--- src/rtl/prod_bin2bcd_if.sv ---
// Start/busy/done handshake and operand/result bus of the binary-to-BCD converter.
// The master issues conversions; the slave (converter) returns the BCD result.
interface prod_bin2bcd_if;
  logic        start;
  logic [7:0]  bin;
  logic        busy;
  logic        done;
  logic [11:0] bcd;

  modport master (output start, output bin, input busy, input done, input bcd);
  modport slave  (input start, input bin, output busy, output done, output bcd);
endinterface

--- src/rtl/prod_bin2bcd.sv ---
// Iterative 8-bit binary to 3-digit BCD converter (shift-add-3), one bit per clock.
// A start accepted in IDLE yields a one-cycle done pulse eight edges later.
module prod_bin2bcd (
  input  logic             clk,
  input  logic             rst_n,
  prod_bin2bcd_if.slave    bus
);

  typedef enum logic [0:0] {IDLE, SHIFT} state_t;

  state_t      state_reg, state_next;
  logic [7:0]  sh_reg, sh_next;
  logic [11:0] scratch_reg, scratch_next;
  logic [2:0]  cnt_reg, cnt_next;
  logic [11:0] bcd_reg, bcd_next;
  logic        done_reg, done_next;

  logic [11:0] adj;
  logic [11:0] scratch_shift;
  logic [7:0]  sh_shift;

  // Each digit is corrected on its pre-add value, independently of its neighbours.
  genvar gi;
  generate
    for (gi = 0; gi < 3; gi++) begin : g_adj
      assign adj[gi*4 +: 4] = (scratch_reg[gi*4 +: 4] >= 4'd5)
                              ? scratch_reg[gi*4 +: 4] + 4'd3
                              : scratch_reg[gi*4 +: 4];
    end
  endgenerate

  assign scratch_shift = {adj[10:0], sh_reg[7]};
  assign sh_shift      = {sh_reg[6:0], 1'b0};

  always_ff @(posedge clk or negedge rst_n) begin
    if (!rst_n) begin
      state_reg   <= IDLE;
      sh_reg      <= 8'd0;
      scratch_reg <= 12'd0;
      cnt_reg     <= 3'd0;
      bcd_reg     <= 12'd0;
      done_reg    <= 1'b0;
    end else begin
      state_reg   <= state_next;
      sh_reg      <= sh_next;
      scratch_reg <= scratch_next;
      cnt_reg     <= cnt_next;
      bcd_reg     <= bcd_next;
      done_reg    <= done_next;
    end
  end

  always_comb begin
    state_next   = state_reg;
    sh_next      = sh_reg;
    scratch_next = scratch_reg;
    cnt_next     = cnt_reg;
    bcd_next     = bcd_reg;
    done_next    = 1'b0;
    case (state_reg)
      IDLE: begin
        if (bus.start) begin
          sh_next      = bus.bin;
          scratch_next = 12'd0;
          cnt_next     = 3'd0;
          state_next   = SHIFT;
        end
      end
      SHIFT: begin
        scratch_next = scratch_shift;
        sh_next      = sh_shift;
        cnt_next     = cnt_reg + 3'd1;
        if (cnt_reg == 3'd7) begin
          bcd_next   = scratch_shift;
          done_next  = 1'b1;
          state_next = IDLE;
        end
      end
      default: state_next = IDLE;
    endcase
  end

  assign bus.busy = (state_reg == SHIFT);
  assign bus.done = done_reg;
  assign bus.bcd  = bcd_reg;

endmodule

--- src/flat_wrapper.sv ---
// flat-port wrapper written by rule: the top's interface ports become plain ports
module prod_bin2bcd_flat 
  (clk, rst_n, bus_start, bus_bin, bus_busy, bus_done, bus_bcd);
  prod_bin2bcd_if bus_i ();
  input  logic clk;
  input  logic rst_n;
  input wire logic [$bits(bus_i.start)-1:0] bus_start;
  input wire logic [$bits(bus_i.bin)-1:0] bus_bin;
  output wire logic [$bits(bus_i.busy)-1:0] bus_busy;
  output wire logic [$bits(bus_i.done)-1:0] bus_done;
  output wire logic [$bits(bus_i.bcd)-1:0] bus_bcd;
  assign bus_i.start = bus_start;
  assign bus_i.bin = bus_bin;
  assign bus_busy = bus_i.busy;
  assign bus_done = bus_i.done;
  assign bus_bcd = bus_i.bcd;
  prod_bin2bcd u_core (.clk(clk), .rst_n(rst_n), .bus(bus_i));
endmodule
--- config.mk ---
export PLATFORM = sky130hd
export DESIGN_NAME = prod_bin2bcd_flat
export DESIGN_NICKNAME = d
export VERILOG_FILES = /design/src/rtl/prod_bin2bcd_if.sv /design/src/rtl/prod_bin2bcd.sv /design/src/flat_wrapper.sv
export SDC_FILE = /design/constraint.sdc
export NUM_CORES = 1
export LEC_CHECK = 0
export ABC_AREA = 1
export BUFFER_PORTS_ARGS = -buffer_cell sky130_fd_sc_hd__buf_2
export CAP_MARGIN = 10
export CORE_ASPECT_RATIO = 1.2
export CORE_UTILIZATION = 40
export CTS_CLUSTER_SIZE = 14
export DETAILED_ROUTE_END_ITERATION = 6
export GPL_TIMING_DRIVEN = 1
export SLEW_MARGIN = 10
export SYNTH_ARGS = -nofsm -noshare
export SYNTH_HDL_FRONTEND = slang
export SYNTH_SLANG_ARGS = --single-unit
--- constraint.sdc ---
create_clock -name clk -period 1.21 [get_ports clk]
set_input_delay 0.242 -clock clk [delete_from_list [all_inputs] [get_ports clk]]
set_output_delay 0.242 -clock clk [all_outputs]
set_load 0.01 [all_outputs]
==> results.sh, run 1 <==
export IMPL_tritoncts="yes"
export IMPL_synthesis_nets=224
export IMPL_critPathArrivalTime_ps=1410
export IMPL_die_area_mm2=0.00469
export IMPL_violations="setup timing"
export IMPL_start_util=0.415
export IMPL_rsz0062_at_grt="true"
export IMPL_critPathKind="reg -> reg"
export IMPL_ys_types=18
export IMPL_worstPathRequired_ps=1400
export IMPL_chipHeight_um=74.9
export IMPL_diodes=0
export IMPL_drive_gt1_frac=0.417
export IMPL_r2r_slack_ps=-9
export IMPL_worst_pin_slew_ps=271
export IMPL_remaining_drc_errors=0
export IMPL_clock_latency_ps=280
export IMPL_synth_top_area_frac=0.523
export IMPL_hold_viol=0
export IMPL_grt_usage=0.180
export IMPL_finClkSkew_ps=2.67
export IMPL_finalWorstSetupSlack_ps=-8.95
export IMPL_fin_crit_sh=1.01
export IMPL_slew_headroom=0.819
export IMPL_num_vias=1510
export IMPL_async_reset_ff_frac=1.00
export IMPL_timing_rr_start="u_core.bus.busy"
export IMPL_slowest_delay_ps=440
export IMPL_clk_pin_slew_ps=70
export IMPL_start_kind="register"
export IMPL_clock_root_buffer="clkbuf_8"
export IMPL_slew_viol_final=0
export IMPL_post_place_ws_ps=-45.4
export IMPL_io_buffers=24
export IMPL_wl_met3_um=144
export IMPL_areaGrowthSynthToFinish_pct=39.5
export IMPL_ff2ff_path_depth=5
export IMPL_synth_flop_cell="dfrtp_1"
export IMPL_clock_path_buffers=2
export IMPL_leakagePower_nw=1.23
export IMPL_drt_met1_wl_um=1760
export IMPL_cp_cell_sequence="buf_6, nor2_4, buf_4, nand2_1, o21ai_0"
export IMPL_multiInputGateArea_um2=897
export IMPL_post_drt_wl_per_cell_um=12.8
export IMPL_clock_sinks=37
export IMPL_core_area_mm2=0.00426
export IMPL_dp_final_hpwl_um=2560
export IMPL_maxCapViolCount=0
export IMPL_first_global_vias=1449
export IMPL_io_pins=25
export IMPL_drt_first_pass_iters=4
export IMPL_gp_congestion=0.865
export IMPL_grt_pass1_wl_um=6310
export IMPL_ys_seq_area_frac=0.523
export IMPL_highest_layer="met4"
export IMPL_ant_nets=0
export IMPL_worstSetupStartpoint="u_core.bus.busy"
export IMPL_rows=26
export IMPL_grt_max_degree=38
export IMPL_status="complete, but fails checks"
export IMPL_yosys_area_top_type="dfrtp_1"
export IMPL_fill_cells=386
export IMPL_htreeDepth=2
export IMPL_yosysWarnings=0
export IMPL_cp_slowest_cell="dfrtp_2"
export IMPL_crit_end="u_core.cnt_reg[0]"
export IMPL_fin_nets=278
export IMPL_synth_area_leaders="dfrtp_1, nand2_1, ha_1"
export IMPL_powerDensity_mw_per_mm2=2970
export IMPL_hold_class="in -> reg"
export IMPL_dieWidth_um=62.7
export IMPL_cts_inserted_buffers=5
export IMPL_vdd_drop_max_v=0.00138
export IMPL_via_per_inst=4.79
export IMPL_synth_avg_cell_area_um2=8.63
export IMPL_fmax_mhz=820
export IMPL_fin_crit_ps=1220
export IMPL_seqCellArea_um2=927
export IMPL_synth_edf_count=0
export IMPL_finalSetupViolCount=2
export IMPL_syn_area_mm2=0.00177
export IMPL_grt_overflow=0
export IMPL_wl_met2_um=2060
export IMPL_drt_iter0_drc=36
export IMPL_ys_ff_latch=37
export IMPL_regToRegEndpoint="u_core.cnt_reg[0]"
export IMPL_antenna_found_initial=0
export IMPL_wirelength_um=4040
export IMPL_netlist_instances=205
export IMPL_crit_fanout=10
export IMPL_design_area_mm2=0.00247
export IMPL_placed_area_mm2=0.00205
export IMPL_end_kind="register"
==> worst max-delay path, delay by kind of cell (launching register included) <==
family	cells	cell delay, ps
flops	1	440
buf+inv	2	350
compound gates	1	90
simple gates	2	250
==> what timing repair did <==
action,4_1_cts,5_1_grt
endpoints found under the hold margin,37,0
hold buffers,1,0
resized for setup,17,65
pin swaps,2,18
setup endpoints to repair,17,34
cloned,1,0
buffers inserted,2,7
==> cells by family (layout without fill, tap and decap cells) <==
| family | after synthesis | in the layout | synth area share |
|---|---|---|---|
| compound gates | 40 | 40 | 0.120 |
| fa+ha+maj | 8 | 8 | 0.0566 |
| simple gates | 89 | 89 | 0.214 |
| buf+inv | 31 | 85 | 0.0863 |
| flops | 37 | 37 | 0.523 |
==> power breakdown <==
part	switching [mW]	total (mW)	internal, mW
Combinational	2.29	4.23	1.94
Sequential	0.383	2.22	1.84
Clock	0.416	0.868	0.452
Total	3.08	7.32	4.24
==> final cells by class <==
type,count,area share
multi-input combinational,137,0.363
timing repair buffer,54,0.159
sequential,37,0.376
clock buffer,7,0.0350
inverter,24,0.0385
tap,56,0.0284
==> through the flow <==
stage                     total power, mW  hold slack (ps)  TNS [ps]   util  std cells
after floorplan                      4.25            -53.6         0      -        205
after detailed placement             5.27              221      -170  0.482        297
after global routing                 7.94              164      -986  0.579        315
after global placement               5.21              224         0  0.482        297
after CTS                            6.36              174     -2.93  0.520        308
final                                7.32              171     -9.03  0.579        315
==> placed cells by master (no fill, tap or decap), types with 2 or more instances in the layout <==
cell      count
nand3_1      12
o21ai_1      22
nand4_1       4
a22o_1        2
nand2_4       3
buf_4        21
o22ai_1       2
ha_2          2
dfrtp_1      36
nor2_1        5
clkbuf_8      6
inv_1        13
nand2_2       9
buf_6         8
a21oi_2       6
inv_2        10
nand3_2       7
nand2_1      46
buf_2        23
a21oi_1       2
ha_4          5
o21ai_0       4
==> per-layer routing <==
| metal | vias to the layer above | GRT usage |
|---|---|---|
| li1 | 776 | - |
| met1 | 695 | 0.197 |
| met2 | 32 | 0.325 |
| met3 | 7 | 0.0500 |
| met4 | 0 | 0.0930 |
| met5 | - | 0 |
==> cells in the mapped netlist, types with 3 or more instances <==
| cell | count |
|---|---|
| inv_1 | 22 |
| o21ai_0 | 19 |
| nand3_1 | 20 |
| nor2_1 | 5 |
| dfrtp_1 | 37 |
| nand4_1 | 4 |
| a21oi_1 | 8 |
| ha_1 | 8 |
| buf_6 | 4 |
| o22ai_1 | 3 |
| o21ai_1 | 8 |
| nand2_1 | 58 |
==> worst min-delay path by stage <==
stage	from	end	slack (ps)	cells after the start
floorplan	rst_n	u_core.bus.bcd[0]	-50	0
global placement	rst_n	u_core.bus.bcd[9]	220	2
detailed placement	rst_n	u_core.bus.bcd[9]	220	2
CTS	bus_bin[7]	u_core.sh_reg[7]	170	3
global route	bus_bin[3]	u_core.sh_reg[3]	160	3
finish	bus_bin[6]	u_core.sh_reg[6]	170	3
(Power assumes the default switching activity.)
==> run 2: changes to the inputs <==
--- a/config.mk
+++ b/config.mk
@@ -7,7 +7,7 @@
 export LEC_CHECK = 0
 export ABC_AREA = 1
 export BUFFER_PORTS_ARGS = -buffer_cell sky130_fd_sc_hd__buf_2
-export CAP_MARGIN = 10
+export CAP_MARGIN = 15
 export CORE_ASPECT_RATIO = 1.2
 export CORE_UTILIZATION = 40
 export CTS_CLUSTER_SIZE = 14
==> constraint.sdc (replaced) <==
create_clock -name clk -period 1.2 [get_ports clk]
set_input_delay 0.24 -clock clk [delete_from_list [all_inputs] [get_ports clk]]
set_output_delay 0.24 -clock clk [all_outputs]
set_load 0.01 [all_outputs]
==> results.sh, run 2 (same netlist as run 1, synthesis figures left out) <==
export IMPL_path_depth=2
export IMPL_rows=26
export IMPL_dieWidth_um=62.7
export IMPL_grt_max_degree=38
export IMPL_end_kind="output pin"
export IMPL_drt_iter0_drc=47
export IMPL_cp_buffers_inverters=2
export IMPL_busiest_layer="met2"
export IMPL_timing_rr_start="u_core.scratch_reg[1]"
export IMPL_hold_class="in -> reg"
export IMPL_worst_pin_slew_ps=239
export IMPL_clock_root_buffer="clkbuf_8"
export IMPL_crit_end="bus_busy"
export IMPL_finalSetupTns_ps=0
export IMPL_slew_viol_final=0
export IMPL_areaGrowthSynthToFinish_pct=39.9
export IMPL_maxCapViolCount=0
export IMPL_final_core_util=0.581
export IMPL_post_drt_wl_per_cell_um=12.5
export IMPL_io_buffers=24
export IMPL_gp_congestion=0.859
export IMPL_core_area_mm2=0.00426
export IMPL_grt_usage=0.182
export IMPL_vdd_drop_max_v=0.00123
export IMPL_r2r_slack_ps=20
export IMPL_crit_family="flip-flops"
export IMPL_worstPathRequired_ps=960
export IMPL_diodes=0
export IMPL_fill_cells=408
export IMPL_final_common_cell="nand2_1"
export IMPL_post_place_ws_ps=-37.2
export IMPL_grt_use_met3=0.0455
export IMPL_start_util=0.415
export IMPL_layout_common_cells="nand2_1, dfrtp_1, buf_2, o21ai_1, buf_4"
export IMPL_leakagePower_nw=1.23
export IMPL_cp_cell_sequence="buf_6, buf_6"
export IMPL_slew_headroom=0.840
export IMPL_ant_nets=0
export IMPL_tritoncts="yes"
export IMPL_clock_sinks=37
export IMPL_via_per_inst=4.88
export IMPL_critPathArrivalTime_ps=960
export IMPL_chipHeight_um=74.9
export IMPL_clk_pin_slew_ps=80
export IMPL_timing_hold_ws_ps=166
export IMPL_cts_inserted_buffers=5
export IMPL_clock_path_buffers=2
export IMPL_clock_latency_ps=290
export IMPL_fin_nets=276
export IMPL_finalWorstSetupSlack_ps=1.94
export IMPL_grt_met1_usage=0.191
export IMPL_power_mw=7.52
export IMPL_rsz0062_at_grt="true"
export IMPL_drt_first_pass_iters=4
export IMPL_grt_overflow=0
export IMPL_fin_crit_sh=0.998
export IMPL_num_vias=1532
export IMPL_status="finished, final reports clean"
export IMPL_io_pins=25
export IMPL_cp_slowest_cell="dfrtp_2"
export IMPL_crit_fanout=2
export IMPL_antenna_found_initial=0
export IMPL_wirelength_um=3930
export IMPL_slowest_delay_ps=440
export IMPL_start_kind="register"
export IMPL_regToRegEndpoint="u_core.scratch_reg[2]"
export IMPL_dp_final_hpwl_um=2600
export IMPL_fin_crit_ps=1200
export IMPL_htreeDepth=2
export IMPL_hold_viol=0
export IMPL_fmax_mhz=835
export IMPL_grt_pass1_wl_um=6480
export IMPL_finalSetupViolCount=0
export IMPL_drive_gt1_frac=0.415
export IMPL_worstSetupStartpoint="u_core.bus.busy"
export IMPL_critPathKind="reg -> out"
export IMPL_die_area_mm2=0.00469
export IMPL_grt_util_met2=0.342
export IMPL_powerDensity_mw_per_mm2=3040
export IMPL_first_global_vias=1520
export IMPL_remaining_drc_errors=0
export IMPL_finClkSkew_ps=8.83
export IMPL_cp_common_cell="buf_6"
export IMPL_ff2ff_path_depth=7
## run 2: how the worst min path moves through the flow
| stage | start | to | depth (start not counted) |
|---|---|---|---|
| after floorplan | rst_n | u_core.bus.bcd[0] | 0 |
| after global placement | rst_n | u_core.bus.bcd[9] | 2 |
| after detailed placement | rst_n | u_core.scratch_reg[10] | 2 |
| after CTS | bus_bin[7] | u_core.sh_reg[7] | 3 |
| after global routing | bus_bin[4] | u_core.sh_reg[4] | 3 |
| final | bus_bin[6] | u_core.sh_reg[6] | 3 |
## run 2: final cells by class
cell class / instances / area, um^2 / area share
Clock buffer: 5 / 68.8 / 0.0278
Inverter: 24 / 95.1 / 0.0384
Multi-Input combinational cell: 137 / 892 / 0.360
Tap cell: 56 / 70.1 / 0.0283
Clock inverter: 3 / 46.3 / 0.0187
Timing Repair Buffer: 52 / 374 / 0.151
Sequential cell: 37 / 928 / 0.375
## run 2: timing repair
item / CTS / global route
cloned: 0 / 0
setup buffers: 3 / 5
hold buffers: 1 / 0
endpoints found under the setup margin: 22 / 33
pin swaps: 2 / 14
hold endpoints to repair: 37 / 0
gates resized for setup: 19 / 60
## run 2: worst min-delay path: cells and delay by family
family | cells | cell delay [ps]
buffers and inverters | 1 | 70
AO/OA/AOI/OAI | 2 | 110
## run 2: metrics by stage
stage               area [um^2]  instances
floorplan                  1770        205
detailed placement         2050        297
global route               2470        314
finish                     2470        314
global placement           2050        297
CTS                        2250        309
## run 2: power by group
group	internal [mW]	switching [mW]	leakage, nW	total [mW]
clock	0.622	0.471	0.0543	1.09
combinational	1.93	2.26	0.722	4.19
sequential	1.86	0.377	0.454	2.23
## run 2: routing by layer
layer	up-vias	share of wire	routed length, um
met2	27	0.51	1990
met3	10	0.028	111
met1	721	0.44	1730
met5	-	0	0
met4	0	0.022	87
li1	774	-	-
==> run 3: changes to the inputs <==
--- a/config.mk
+++ b/config.mk
@@ -8,11 +8,14 @@
 export ABC_AREA = 1
 export BUFFER_PORTS_ARGS = -buffer_cell sky130_fd_sc_hd__buf_2
 export CAP_MARGIN = 15
+export CELL_PAD_IN_SITES_DETAIL_PLACEMENT = 1
+export CELL_PAD_IN_SITES_GLOBAL_PLACEMENT = 1
 export CORE_ASPECT_RATIO = 1.2
 export CORE_UTILIZATION = 40
 export CTS_CLUSTER_SIZE = 14
 export DETAILED_ROUTE_END_ITERATION = 6
 export GPL_TIMING_DRIVEN = 1
+export PLACE_DENSITY_LB_ADDON = 0.1
 export SLEW_MARGIN = 10
 export SYNTH_ARGS = -nofsm -noshare
 export SYNTH_HDL_FRONTEND = slang
==> results.sh, run 3 (same netlist as run 1, synthesis figures left out) <==
export IMPL_cts_inserted_buffers=5
export IMPL_vdd_drop_max_v=0.00127
export IMPL_layout_common_cells="nand2_1, dfrtp_1, buf_2, o21ai_1, buf_4"
export IMPL_diodes=0
export IMPL_fin_nets=278
export IMPL_wirelength_um=5050
export IMPL_status="complete, but fails checks"
export IMPL_critPathKind="reg -> reg"
export IMPL_ff2ff_path_depth=8
export IMPL_grt_max_degree=38
export IMPL_antenna_found_initial=0
export IMPL_cp_cell_sequence="inv_2, ha_4, inv_2, nand2_4, nand3_4, nand2_4, nand3_1, nand2_1"
export IMPL_fmax_mhz=819
export IMPL_clock_sinks=37
export IMPL_gp_congestion=0.778
export IMPL_hold_end="u_core.sh_reg[4]"
export IMPL_final_common_cell="nand2_1"
export IMPL_slew_headroom=0.831
export IMPL_worst_pin_slew_ps=254
export IMPL_whs_path_depth=3
export IMPL_regToRegEndpoint="u_core.scratch_reg[2]"
export IMPL_clock_latency_ps=290
export IMPL_drt_iter0_drc=86
export IMPL_first_global_vias=1595
export IMPL_grt_pass1_wl_um=7510
export IMPL_timing_rr_start="u_core.scratch_reg[0]"
export IMPL_critPathArrivalTime_ps=1400
export IMPL_powerDensity_mw_per_mm2=3140
export IMPL_start_util=0.415
export IMPL_grt_usage=0.214
export IMPL_hold_class="in -> reg"
export IMPL_areaGrowthSynthToFinish_pct=44.1
export IMPL_dieWidth_um=62.7
export IMPL_cp_slowest_cell="dfrtp_1"
export IMPL_worstPathRequired_ps=1380
export IMPL_io_pins=25
export IMPL_grt_overflow=0
export IMPL_core_area_mm2=0.00426
export IMPL_num_vias=1628
export IMPL_start_kind="register"
export IMPL_hold_viol=0
export IMPL_io_buffers=24
export IMPL_r2r_slack_ps=-20
export IMPL_slowest_delay_ps=410
export IMPL_post_place_ws_ps=-151
export IMPL_cp_buffers_inverters=2
export IMPL_final_core_util=0.598
export IMPL_post_drt_wl_per_cell_um=16.0
export IMPL_rows=26
export IMPL_dp_final_hpwl_um=3140
export IMPL_leakagePower_nw=1.24
export IMPL_hp_start="bus_bin[4]"
export IMPL_chipHeight_um=74.9
export IMPL_crit_fanout=4
export IMPL_ant_nets=0
export IMPL_drt_first_pass_iters=4
export IMPL_drive_gt1_frac=0.471
export IMPL_finClkSkew_ps=3.33
export IMPL_finalWorstSetupSlack_ps=-21.6
export IMPL_rsz0062_at_grt="true"
export IMPL_fin_crit_ps=1220
export IMPL_timing_hold_ws_ps=157
export IMPL_tritoncts="yes"
export IMPL_clock_root_buffer="clkbuf_8"
export IMPL_violations="setup timing"
export IMPL_die_area_mm2=0.00469
export IMPL_clock_path_buffers=2
export IMPL_slew_viol_final=0
export IMPL_path_depth=8
export IMPL_finalSetupViolCount=7
export IMPL_fin_crit_sh=1.02
export IMPL_clk_pin_slew_ps=70
export IMPL_htreeDepth=2
export IMPL_remaining_drc_errors=0
export IMPL_end_kind="register"
export IMPL_maxCapViolCount=0
export IMPL_crit_family="simple AND/OR/NAND/NOR gates"
export IMPL_via_per_inst=5.17
[run 3: metal layers]
layer,vias up,GRT usage,part of all wire
met4,0,0.101,0.019
met1,818,0.234,0.39
met5,-,0,0
met2,24,0.401,0.56
met3,7,0.0470,0.023
li1,779,-,-
[run 3: tightest hold or removal path: stages]
cell	delay (ps)
buf_2	80
o21ai_2	50
o21ai_2	40
[run 3: metrics by stage]
stage	TNS [ps]	cell area [um^2]	instances	total power, mW
final	-87.2	2550	315	7.99
after global routing	-1270	2550	315	8.60
after CTS	-34.9	2250	309	6.77
after detailed placement	-1320	2050	297	5.46
after global placement	-316	2050	297	5.24
after floorplan	0	1770	205	4.29
[run 3: worst max path at each step]
stage | startpoint | endpoint | slack (ps)
6_report | u_core.scratch_reg[0] | u_core.scratch_reg[2] | -20
5_1_grt | u_core.cnt_reg[1] | u_core.bus.bcd[4] | -90
4_1_cts | u_core.scratch_reg[0] | u_core.bus.bcd[2] | -20
3_5_place_dp | u_core.scratch_reg[0] | u_core.bus.bcd[2] | -150
3_3_place_gp | u_core.scratch_reg[0] | u_core.scratch_reg[1] | -80
2_1_floorplan | u_core.cnt_reg[0] | u_core.bus.bcd[4] | 9
[run 3: cell type report]
class                   count  area (um^2)
repair buffers             54          408
clock buffers               7         86.3
inverters                  24          101
multi-input cells         137          955
fillers                   488         1710
flip-flops and latches     37          928
well taps                  56         70.1
[run 3: where the power goes]
part,switching [mW],internal [mW]
Sequential,0.429,1.86
Clock,0.434,0.456
Combinational,2.66,2.15
Total,3.52,4.47
[run 3: timing repair]
action / CTS / global route
endpoints found under the hold margin: 37 / 0
setup buffers: 4 / 6
pin swaps: 3 / 20
setup endpoints to repair: 24 / 38
resized for setup: 30 / 77
hold buffers: 1 / 0
